### src/rtl/wb_sad_track_stage_if.sv
// Writeback/SAD-tracking stage bus: MEM/SAD beat inputs and registered writeback, Hi/Lo and tracker outputs.
interface wb_sad_track_stage_if #(
  parameter int unsigned COUNT_W = 16
);
  logic               iValid;
  logic               RegWrite2WB;
  logic               Move;
  logic               Zero;
  logic [2:0]         MemToReg;
  logic [4:0]         RegDstResult;
  logic [31:0]        PCPlus4;
  logic [31:0]        ALUResult;
  logic [31:0]        MemReadData;
  logic [31:0]        Sum;
  logic [63:0]        HiLoResult;
  logic               HiLoWrite;
  logic               SADClear;

  logic               oValid;
  logic               oRegWrite;
  logic [4:0]         oWriteReg;
  logic [31:0]        oWriteData;
  logic [31:0]        oHi;
  logic [31:0]        oLo;
  logic [31:0]        oMinSum;
  logic [COUNT_W-1:0] oMinIndex;
  logic [COUNT_W-1:0] oSumCount;

  modport master (
    output iValid, RegWrite2WB, Move, Zero, MemToReg, RegDstResult,
           PCPlus4, ALUResult, MemReadData, Sum, HiLoResult, HiLoWrite, SADClear,
    input  oValid, oRegWrite, oWriteReg, oWriteData, oHi, oLo,
           oMinSum, oMinIndex, oSumCount
  );

  modport slave (
    input  iValid, RegWrite2WB, Move, Zero, MemToReg, RegDstResult,
           PCPlus4, ALUResult, MemReadData, Sum, HiLoResult, HiLoWrite, SADClear,
    output oValid, oRegWrite, oWriteReg, oWriteData, oHi, oLo,
           oMinSum, oMinIndex, oSumCount
  );
endinterface

### src/rtl/wb_sad_track_stage.sv
// Writeback stage with Hi/Lo registers and a best-match SAD tracker.
// The tracker is built only when WB_SAD_TRACK_EN is defined; otherwise its outputs are constant.
module wb_sad_track_stage #(
  parameter int unsigned COUNT_W = 16
) (
  input logic                  Clk,
  input logic                  Reset,
  wb_sad_track_stage_if.slave  bus
);

  localparam int unsigned DATA_W   = 32;
  localparam int unsigned REG_W    = 5;
  localparam logic [DATA_W-1:0] MIN_INIT = 32'hFFFF_FFFF;

  localparam logic [2:0] SEL_ALU = 3'b000;
  localparam logic [2:0] SEL_MEM = 3'b001;
  localparam logic [2:0] SEL_PC4 = 3'b010;
  localparam logic [2:0] SEL_HI  = 3'b011;
  localparam logic [2:0] SEL_LO  = 3'b100;
  localparam logic [2:0] SEL_SUM = 3'b101;

  logic              valid_q,      valid_d;
  logic              reg_write_q,  reg_write_d;
  logic [REG_W-1:0]  write_reg_q,  write_reg_d;
  logic [DATA_W-1:0] write_data_q, write_data_d;
  logic [DATA_W-1:0] hi_q,         hi_d;
  logic [DATA_W-1:0] lo_q,         lo_d;

  logic              hilo_load_c;
  logic [DATA_W-1:0] hi_byp_c;
  logic [DATA_W-1:0] lo_byp_c;
  logic [DATA_W-1:0] wb_data_c;

  // Hi/Lo reads see a same-beat Hi/Lo update rather than the stale register.
  always_comb begin
    hilo_load_c = bus.iValid & bus.HiLoWrite;
    hi_byp_c    = hilo_load_c ? bus.HiLoResult[63:32] : hi_q;
    lo_byp_c    = hilo_load_c ? bus.HiLoResult[31:0]  : lo_q;
    case (bus.MemToReg)
      SEL_ALU: wb_data_c = bus.ALUResult;
      SEL_MEM: wb_data_c = bus.MemReadData;
      SEL_PC4: wb_data_c = bus.PCPlus4;
      SEL_HI:  wb_data_c = hi_byp_c;
      SEL_LO:  wb_data_c = lo_byp_c;
      SEL_SUM: wb_data_c = bus.Sum;
      default: wb_data_c = bus.ALUResult;
    endcase
  end

  // Writeback next state: address/data hold on idle cycles, Move gates the write on Zero.
  always_comb begin
    valid_d      = bus.iValid;
    reg_write_d  = bus.iValid & bus.RegWrite2WB & (~bus.Move | bus.Zero)
                   & (bus.RegDstResult != REG_W'(0));
    write_reg_d  = write_reg_q;
    write_data_d = write_data_q;
    hi_d         = hi_q;
    lo_d         = lo_q;
    if (bus.iValid) begin
      write_reg_d  = bus.RegDstResult;
      write_data_d = wb_data_c;
    end
    if (hilo_load_c) begin
      hi_d = bus.HiLoResult[63:32];
      lo_d = bus.HiLoResult[31:0];
    end
  end

  always_ff @(posedge Clk or negedge Reset) begin
    if (!Reset) begin
      valid_q      <= 1'b0;
      reg_write_q  <= 1'b0;
      write_reg_q  <= '0;
      write_data_q <= '0;
      hi_q         <= '0;
      lo_q         <= '0;
    end else begin
      valid_q      <= valid_d;
      reg_write_q  <= reg_write_d;
      write_reg_q  <= write_reg_d;
      write_data_q <= write_data_d;
      hi_q         <= hi_d;
      lo_q         <= lo_d;
    end
  end

  assign bus.oValid     = valid_q;
  assign bus.oRegWrite  = reg_write_q;
  assign bus.oWriteReg  = write_reg_q;
  assign bus.oWriteData = write_data_q;
  assign bus.oHi        = hi_q;
  assign bus.oLo        = lo_q;

`ifdef WB_SAD_TRACK_EN
  localparam logic [COUNT_W-1:0] CNT_MAX = '1;

  typedef enum logic {
    ST_EMPTY = 1'b0,
    ST_TRACK = 1'b1
  } trk_state_e;

  trk_state_e         state_q,   state_d;
  logic [DATA_W-1:0]  min_sum_q, min_sum_d;
  logic [COUNT_W-1:0] min_idx_q, min_idx_d;
  logic [COUNT_W-1:0] sum_cnt_q, sum_cnt_d;

  logic               sad_beat_c;
  logic               base_empty_c;
  logic [DATA_W-1:0]  base_min_c;
  logic [COUNT_W-1:0] base_cnt_c;

  // Clear resolves first so a simultaneous SAD beat becomes the first result.
  always_comb begin
    state_d      = state_q;
    min_sum_d    = min_sum_q;
    min_idx_d    = min_idx_q;
    sum_cnt_d    = sum_cnt_q;
    sad_beat_c   = bus.iValid & (bus.MemToReg == SEL_SUM);
    base_empty_c = (state_q == ST_EMPTY);
    base_min_c   = min_sum_q;
    base_cnt_c   = sum_cnt_q;

    if (bus.SADClear) begin
      state_d      = ST_EMPTY;
      min_sum_d    = MIN_INIT;
      min_idx_d    = '0;
      sum_cnt_d    = '0;
      base_empty_c = 1'b1;
      base_min_c   = MIN_INIT;
      base_cnt_c   = '0;
    end

    // A saturated count is already all-ones, so it doubles as the saturated index.
    if (sad_beat_c) begin
      state_d   = ST_TRACK;
      sum_cnt_d = (base_cnt_c == CNT_MAX) ? CNT_MAX : base_cnt_c + COUNT_W'(1);
      if (base_empty_c || (bus.Sum < base_min_c)) begin
        min_sum_d = bus.Sum;
        min_idx_d = base_cnt_c;
      end
    end
  end

  always_ff @(posedge Clk or negedge Reset) begin
    if (!Reset) begin
      state_q   <= ST_EMPTY;
      min_sum_q <= MIN_INIT;
      min_idx_q <= '0;
      sum_cnt_q <= '0;
    end else begin
      state_q   <= state_d;
      min_sum_q <= min_sum_d;
      min_idx_q <= min_idx_d;
      sum_cnt_q <= sum_cnt_d;
    end
  end

  assign bus.oMinSum   = min_sum_q;
  assign bus.oMinIndex = min_idx_q;
  assign bus.oSumCount = sum_cnt_q;
`else
  logic unused_sad_clear_c;

  assign unused_sad_clear_c = bus.SADClear;
  assign bus.oMinSum        = MIN_INIT;
  assign bus.oMinIndex      = '0;
  assign bus.oSumCount      = '0;
`endif

endmodule

### src/flat_wrapper.sv
// flat-port wrapper written by rule: the top's interface ports become plain ports
module wb_sad_track_stage_flat 
#(
  parameter int unsigned COUNT_W = 16
)
  (Clk, Reset, bus_iValid, bus_RegWrite2WB, bus_Move, bus_Zero, bus_MemToReg, bus_RegDstResult, bus_PCPlus4, bus_ALUResult, bus_MemReadData, bus_Sum, bus_HiLoResult, bus_HiLoWrite, bus_SADClear, bus_oValid, bus_oRegWrite, bus_oWriteReg, bus_oWriteData, bus_oHi, bus_oLo, bus_oMinSum, bus_oMinIndex, bus_oSumCount);
  wb_sad_track_stage_if #(.COUNT_W(COUNT_W)) bus_i ();
  input logic Clk;
  input logic Reset;
  input wire logic [$bits(bus_i.iValid)-1:0] bus_iValid;
  input wire logic [$bits(bus_i.RegWrite2WB)-1:0] bus_RegWrite2WB;
  input wire logic [$bits(bus_i.Move)-1:0] bus_Move;
  input wire logic [$bits(bus_i.Zero)-1:0] bus_Zero;
  input wire logic [$bits(bus_i.MemToReg)-1:0] bus_MemToReg;
  input wire logic [$bits(bus_i.RegDstResult)-1:0] bus_RegDstResult;
  input wire logic [$bits(bus_i.PCPlus4)-1:0] bus_PCPlus4;
  input wire logic [$bits(bus_i.ALUResult)-1:0] bus_ALUResult;
  input wire logic [$bits(bus_i.MemReadData)-1:0] bus_MemReadData;
  input wire logic [$bits(bus_i.Sum)-1:0] bus_Sum;
  input wire logic [$bits(bus_i.HiLoResult)-1:0] bus_HiLoResult;
  input wire logic [$bits(bus_i.HiLoWrite)-1:0] bus_HiLoWrite;
  input wire logic [$bits(bus_i.SADClear)-1:0] bus_SADClear;
  output wire logic [$bits(bus_i.oValid)-1:0] bus_oValid;
  output wire logic [$bits(bus_i.oRegWrite)-1:0] bus_oRegWrite;
  output wire logic [$bits(bus_i.oWriteReg)-1:0] bus_oWriteReg;
  output wire logic [$bits(bus_i.oWriteData)-1:0] bus_oWriteData;
  output wire logic [$bits(bus_i.oHi)-1:0] bus_oHi;
  output wire logic [$bits(bus_i.oLo)-1:0] bus_oLo;
  output wire logic [$bits(bus_i.oMinSum)-1:0] bus_oMinSum;
  output wire logic [$bits(bus_i.oMinIndex)-1:0] bus_oMinIndex;
  output wire logic [$bits(bus_i.oSumCount)-1:0] bus_oSumCount;
  assign bus_i.iValid = bus_iValid;
  assign bus_i.RegWrite2WB = bus_RegWrite2WB;
  assign bus_i.Move = bus_Move;
  assign bus_i.Zero = bus_Zero;
  assign bus_i.MemToReg = bus_MemToReg;
  assign bus_i.RegDstResult = bus_RegDstResult;
  assign bus_i.PCPlus4 = bus_PCPlus4;
  assign bus_i.ALUResult = bus_ALUResult;
  assign bus_i.MemReadData = bus_MemReadData;
  assign bus_i.Sum = bus_Sum;
  assign bus_i.HiLoResult = bus_HiLoResult;
  assign bus_i.HiLoWrite = bus_HiLoWrite;
  assign bus_i.SADClear = bus_SADClear;
  assign bus_oValid = bus_i.oValid;
  assign bus_oRegWrite = bus_i.oRegWrite;
  assign bus_oWriteReg = bus_i.oWriteReg;
  assign bus_oWriteData = bus_i.oWriteData;
  assign bus_oHi = bus_i.oHi;
  assign bus_oLo = bus_i.oLo;
  assign bus_oMinSum = bus_i.oMinSum;
  assign bus_oMinIndex = bus_i.oMinIndex;
  assign bus_oSumCount = bus_i.oSumCount;
  wb_sad_track_stage #(.COUNT_W(COUNT_W)) u_core (.Clk(Clk), .Reset(Reset), .bus(bus_i));
endmodule
### config.mk
export PLATFORM = sky130hd
export DESIGN_NAME = wb_sad_track_stage_flat
export DESIGN_NICKNAME = d
export VERILOG_FILES = /design/src/rtl/wb_sad_track_stage_if.sv /design/src/rtl/wb_sad_track_stage.sv /design/src/flat_wrapper.sv
export SDC_FILE = /design/constraint.sdc
export NUM_CORES = 1
export LEC_CHECK = 0
export BUFFER_PORTS_ARGS = -buffer_cell sky130_fd_sc_hd__buf_2
export CAP_MARGIN = 0
export CORE_AREA = 2 2 147 149
export CTS_CLUSTER_DIAMETER = 30
export DETAILED_ROUTE_END_ITERATION = 10
export DIE_AREA = 0 0 149 151
export MAX_ROUTING_LAYER = met4
export PLACE_DENSITY = 0.64
export SLEW_MARGIN = 20
export SYNTH_ARGS = -nofsm -noshare
export SYNTH_HDL_FRONTEND = slang
export SYNTH_SLANG_ARGS = --single-unit
### constraint.sdc
create_clock -name Clk -period 2.9 [get_ports Clk]
set_input_delay 0.29 -clock Clk [delete_from_list [all_inputs] [get_ports Clk]]
set_output_delay 0.29 -clock Clk [all_outputs]
set_load 0.02 [all_outputs]
Word-level counts from Yosys, hierarchy flattened
Index checks and enable logic that the tools add are counted.

Flip-flop bits (word level): 103. Input bits: 208. Output and inout bits: 167.

Equal/unequal tests: 5. Multiplexer cells: 3. Bitwise operators: 6. Reduce and logical (&&, ||, !) cells: 1.

Operators with widths (count): $pmux 32 s5 (1); $mux 32 (2); $eq 3x2->1 const B (2); $eq 3x3->1 const B (2); $reduce_bool 5->1 (1); $and 1x1->1 (4); $eq 3x1->1 const B (1); $not 1->1 (1); $or 1x1->1 (1).

Longest topological paths before layout
Depth in word-level cells: 4. Gate-level depth with buffers: 6.

Worst setup path before layout
No wires, ideal clock.

Kind: in2reg. Start: in bus_iValid. End: reg u_core.write_data_q[30], in the netlist u_core.bus.oWriteData[30]. Arrival time: 1.376 ns. Data required time: 2.771 ns. Setup slack: 1.394 ns. Stages on the path: 6. Path through: buf_4 > nand2_4 > buf_6 > mux2_4 > a221oi_2 > a31oi_1.

Cells in the longest elaborated chain, start to end: 3. Elaborated cells on any way between the ends: 4.

RTL lines: start, declared (line flat_wrapper.sv:10) `input wire logic [$bits(bus_i.iValid)-1:0] bus_iValid;`; $and 1x1->1 (line wb_sad_track_stage.sv:36) `hilo_load_c = bus.iValid & bus.HiLoWrite;`; $mux 32 (line wb_sad_track_stage.sv:37) `hi_byp_c = hilo_load_c ? bus.HiLoResult[63:32] : hi_q;`; via u_core.hi_byp_c[30] (line wb_sad_track_stage.sv:30) `logic [DATA_W-1:0] hi_byp_c;`; $pmux 32 s5 (line wb_sad_track_stage.sv:39) `case (bus.MemToReg)`; end signal, assigned (line wb_sad_track_stage.sv:81) `write_data_q <= write_data_d;`; end, declared (line wb_sad_track_stage.sv:25) `logic [DATA_W-1:0] write_data_q, write_data_d;`.

The timed path passes the listed nets, and every way through them passes these cells. A chain may end at the register's enable or synchronous reset.

Final worst setup path
Start: in bus_MemToReg[1]. End: reg u_core.write_data_q[17], in the netlist u_core.bus.oWriteData[17].

Cells in the longest elaborated chain, start to end: 2. Elaborated cells on any way between the ends: 6.

RTL lines: start, declared (line flat_wrapper.sv:14) `input wire logic [$bits(bus_i.MemToReg)-1:0] bus_MemToReg;`; $eq 3x3->1 (tied with other cells) (line wb_sad_track_stage.sv:39); $pmux 32 s5 * (line wb_sad_track_stage.sv:39).

Every way passes the cells marked *; elsewhere a longest branch is shown, timed or not.

==> results.json <==
{
  "synth_mux_area_share_pct": 15.2,
  "crit_type": "in -> reg",
  "final_common_cell": "buf_2",
  "synth-simple-area-share_pct": 7.68,
  "fmaxAchievable_mhz": 573,
  "power_mw": 4.32,
  "fin_nets": 1019,
  "io_pins": 375,
  "final_cell_mix": "308 x buf_2, 103 x dfrtp_1, 64 x conb_1, 37 x mux2_2, 32 x o22ai_1",
  "postRouteAntennaNets": 0,
  "cp_max_fo": 21,
  "cp.arrival_ps": 1920,
  "start_util_pct": 28.1,
  "yosysWarnings": 0,
  "synthAdderAreaFrac_pct": 0,
  "grt_pass1_wl_um": 30700,
  "die_w_um": 149,
  "num_rows": 53,
  "drc": 0,
  "antenna_found_initial": 0,
  "final_max_slew_viol_count": 0,
  "dp_cells": 1073,
  "synth_top_family_by_area": "compound AO/OA/AOI/OAI gates",
  "cts-root-buf": "clkbuf_16",
  "diodes": 0,
  "netlist_instances": 526,
  "drt_first_pass_iters": 4,
  "routedWlPerCell_um": 19.2,
  "cts_buffer_depth": 2,
  "grt.overflow.total": 0,
  "cts_made_buffers": 9,
  "cts_tree": "built",
  "setup_violations": 0,
  "h-tree-depth": 3,
  "synth_compound_area_share_pct": 20.4,
  "whs_ps": 179,
  "drv_cap": 0,
  "area_growth_pct": 32.3,
  "insertion_delay_ps": 350,
  "first_iter_violations": 307,
  "io_buffers": 309,
  "timing.setup.tns_ps": 0,
  "critPathLaunchType": "input port",
  "irDropWorstVdd_mv": 0.324,
  "period_share_pct": 60.2,
  "vias": 5361,
  "power.leakage_nw": 3.69,
  "dieHeight_um": 151,
  "stdcell_count": 1091,
  "finalHoldViolations": 0,
  "r2r.worst_path.cells": 3,
  "grt_usage_pct": 18.3,
  "relSlewSlack_pct": 43.6,
  "synthDistinctLibCells": 32,
  "hpwl_um": 14800,
  "syn_avg_cell_area_um2": 11.1,
  "cp.required_ps": 3070,
  "clock-sinks": 103,
  "powerDensity_mw_per_mm2": 558,
  "clock_skew_ps": 11.3,
  "yosys.area_share.xor_xnor_pct": 0,
  "vias_per_cell": 4.91,
  "grt_pass1_vias": 5383,
  "min_path_cells": 2,
  "gp_congestion": 0.837,
  "drive_gt1_share_pct": 50.6,
  "end_kind": "flip-flop",
  "coreArea_mm2": 0.0208,
  "dieArea_mm2": 0.0225,
  "clkTransAtPathRegs_ps": 80,
  "ys_seq_area_share_pct": 44.0,
  "synth-seq-cells": 103,
  "routed_wirelength_um": 20900,
  "synth_area_mm2": 0.00585,
  "final_core_util_pct": 37.2,
  "rsz0062_at_grt": "false",
  "period_minus_slack_ps": 1750,
  "worstMarginPinSlew_ps": 846,
  "hold_class": "in -> reg",
  "grt_max_degree": 73,
  "status": "complete, no violations"
}
## what timing repair did
action,CTS,global route
hold endpoints to repair,7,0
hold buffers,1,0
gates resized for setup,0,0
setup buffers,0,0
## path summary, 6_finish.rpt
check | start | end | slack (ps)
setup / recovery | bus_MemToReg[1] | u_core.bus.oWriteData[17]$_DFFE_PN0P_ | 1150
hold / removal | bus_RegDstResult[0] | u_core.bus.oWriteReg[0]$_DFFE_PN0P_ | 180
setup reg to reg | u_core.bus.oLo[29]$_DFF_PN0_ | u_core.bus.oWriteData[29]$_DFFE_PN0P_ | 1650
hold reg to reg | u_core.bus.oWriteReg[1]$_DFFE_PN0P_ | u_core.bus.oWriteReg[1]$_DFFE_PN0P_ | 510
max in group asynchronous | Reset | u_core.bus.oWriteData[17]$_DFFE_PN0P_ | 1600
min in group asynchronous | Reset | u_core.bus.oWriteReg[1]$_DFFE_PN0P_ | 510
## logic make-up (layout without fill, tap and decap cells)
group	Yosys count	count (layout)
AO/OA/AOI/OAI	164	164
flip-flops	103	103
other	2	64
AND/OR/NAND/NOR	73	73
buffers and inverters	115	343
multiplexers	69	69
## Yosys cell counts (all sizes together)
cell	n	area [µm²]
buf	83	616
o22ai	32	200
dfrtp	103	2580
nor3	2	10.0
a221oi	1	15.0
a21o	1	7.51
o21ai	32	160
nor2b	31	194
a41oi	31	272
or2b	3	22.5
conb	2	7.51
nand2b	28	175
clkbuf	29	109
nand2	2	15.0
a211oi	1	7.51
and2	2	12.5
a21oi	1	5.00
inv	3	11.3
a21boi	1	7.51
mux2	69	890
o211ai	1	7.51
nor2	4	15.0
a22oi	31	233
a32oi	31	272
a31oi	1	6.26
nand3	1	5.00
## stage by stage
stage	instance area, µm²	worst slack [ps]
6_report	7740	1150
5_1_grt	7740	1040
4_1_cts	7710	924
3_5_place_dp	7410	559
3_3_place_gp	7410	618
2_1_floorplan	6080	1390
## flip-flops by register name, summed over array words and instances, names as in the netlist
register and count:
u_core.bus.oValid 1, u_core.bus.oHi 32, u_core.bus.oRegWrite 1, u_core.bus.oWriteData 32, u_core.bus.oLo 32, u_core.bus.oWriteReg 5
## routing by layer
layer / GRT usage, % / share of wire, % / up-vias
li1: - / - / 2420
met1: 22.4 / 41 / 2629
met2: 31.1 / 50 / 289
met3: 3.22 / 8.0 / 23
met4: 5.48 / 1.9 / 0
met5: - / 0 / -
## critical path, stage by stage
cell and delay (ps):
buf_2 360, buf_4 380, nor2_4 140, buf_4 260, a22oi_1 300, a41oi_1 160
## cell type report
| cell class | instances | area [µm²] |
|---|---|---|
| fill | 2111 | 13100 |
| multi-input combinational | 370 | 2810 |
| sequential | 103 | 2580 |
| timing repair buffer | 324 | 1710 |
| tap | 275 | 344 |
| clock buffer | 11 | 253 |
| clock inverter | 5 | 40.0 |
| inverter | 3 | 11.3 |
## power by group
part	switching (mW)	leakage, nW	internal (mW)	total (mW)
Clock	0.600	0.146	0.640	1.24
Combinational	0.804	2.34	0.527	1.33
Sequential	0.109	1.20	1.64	1.75
Note: power is estimated with default switching activity, not from simulation.
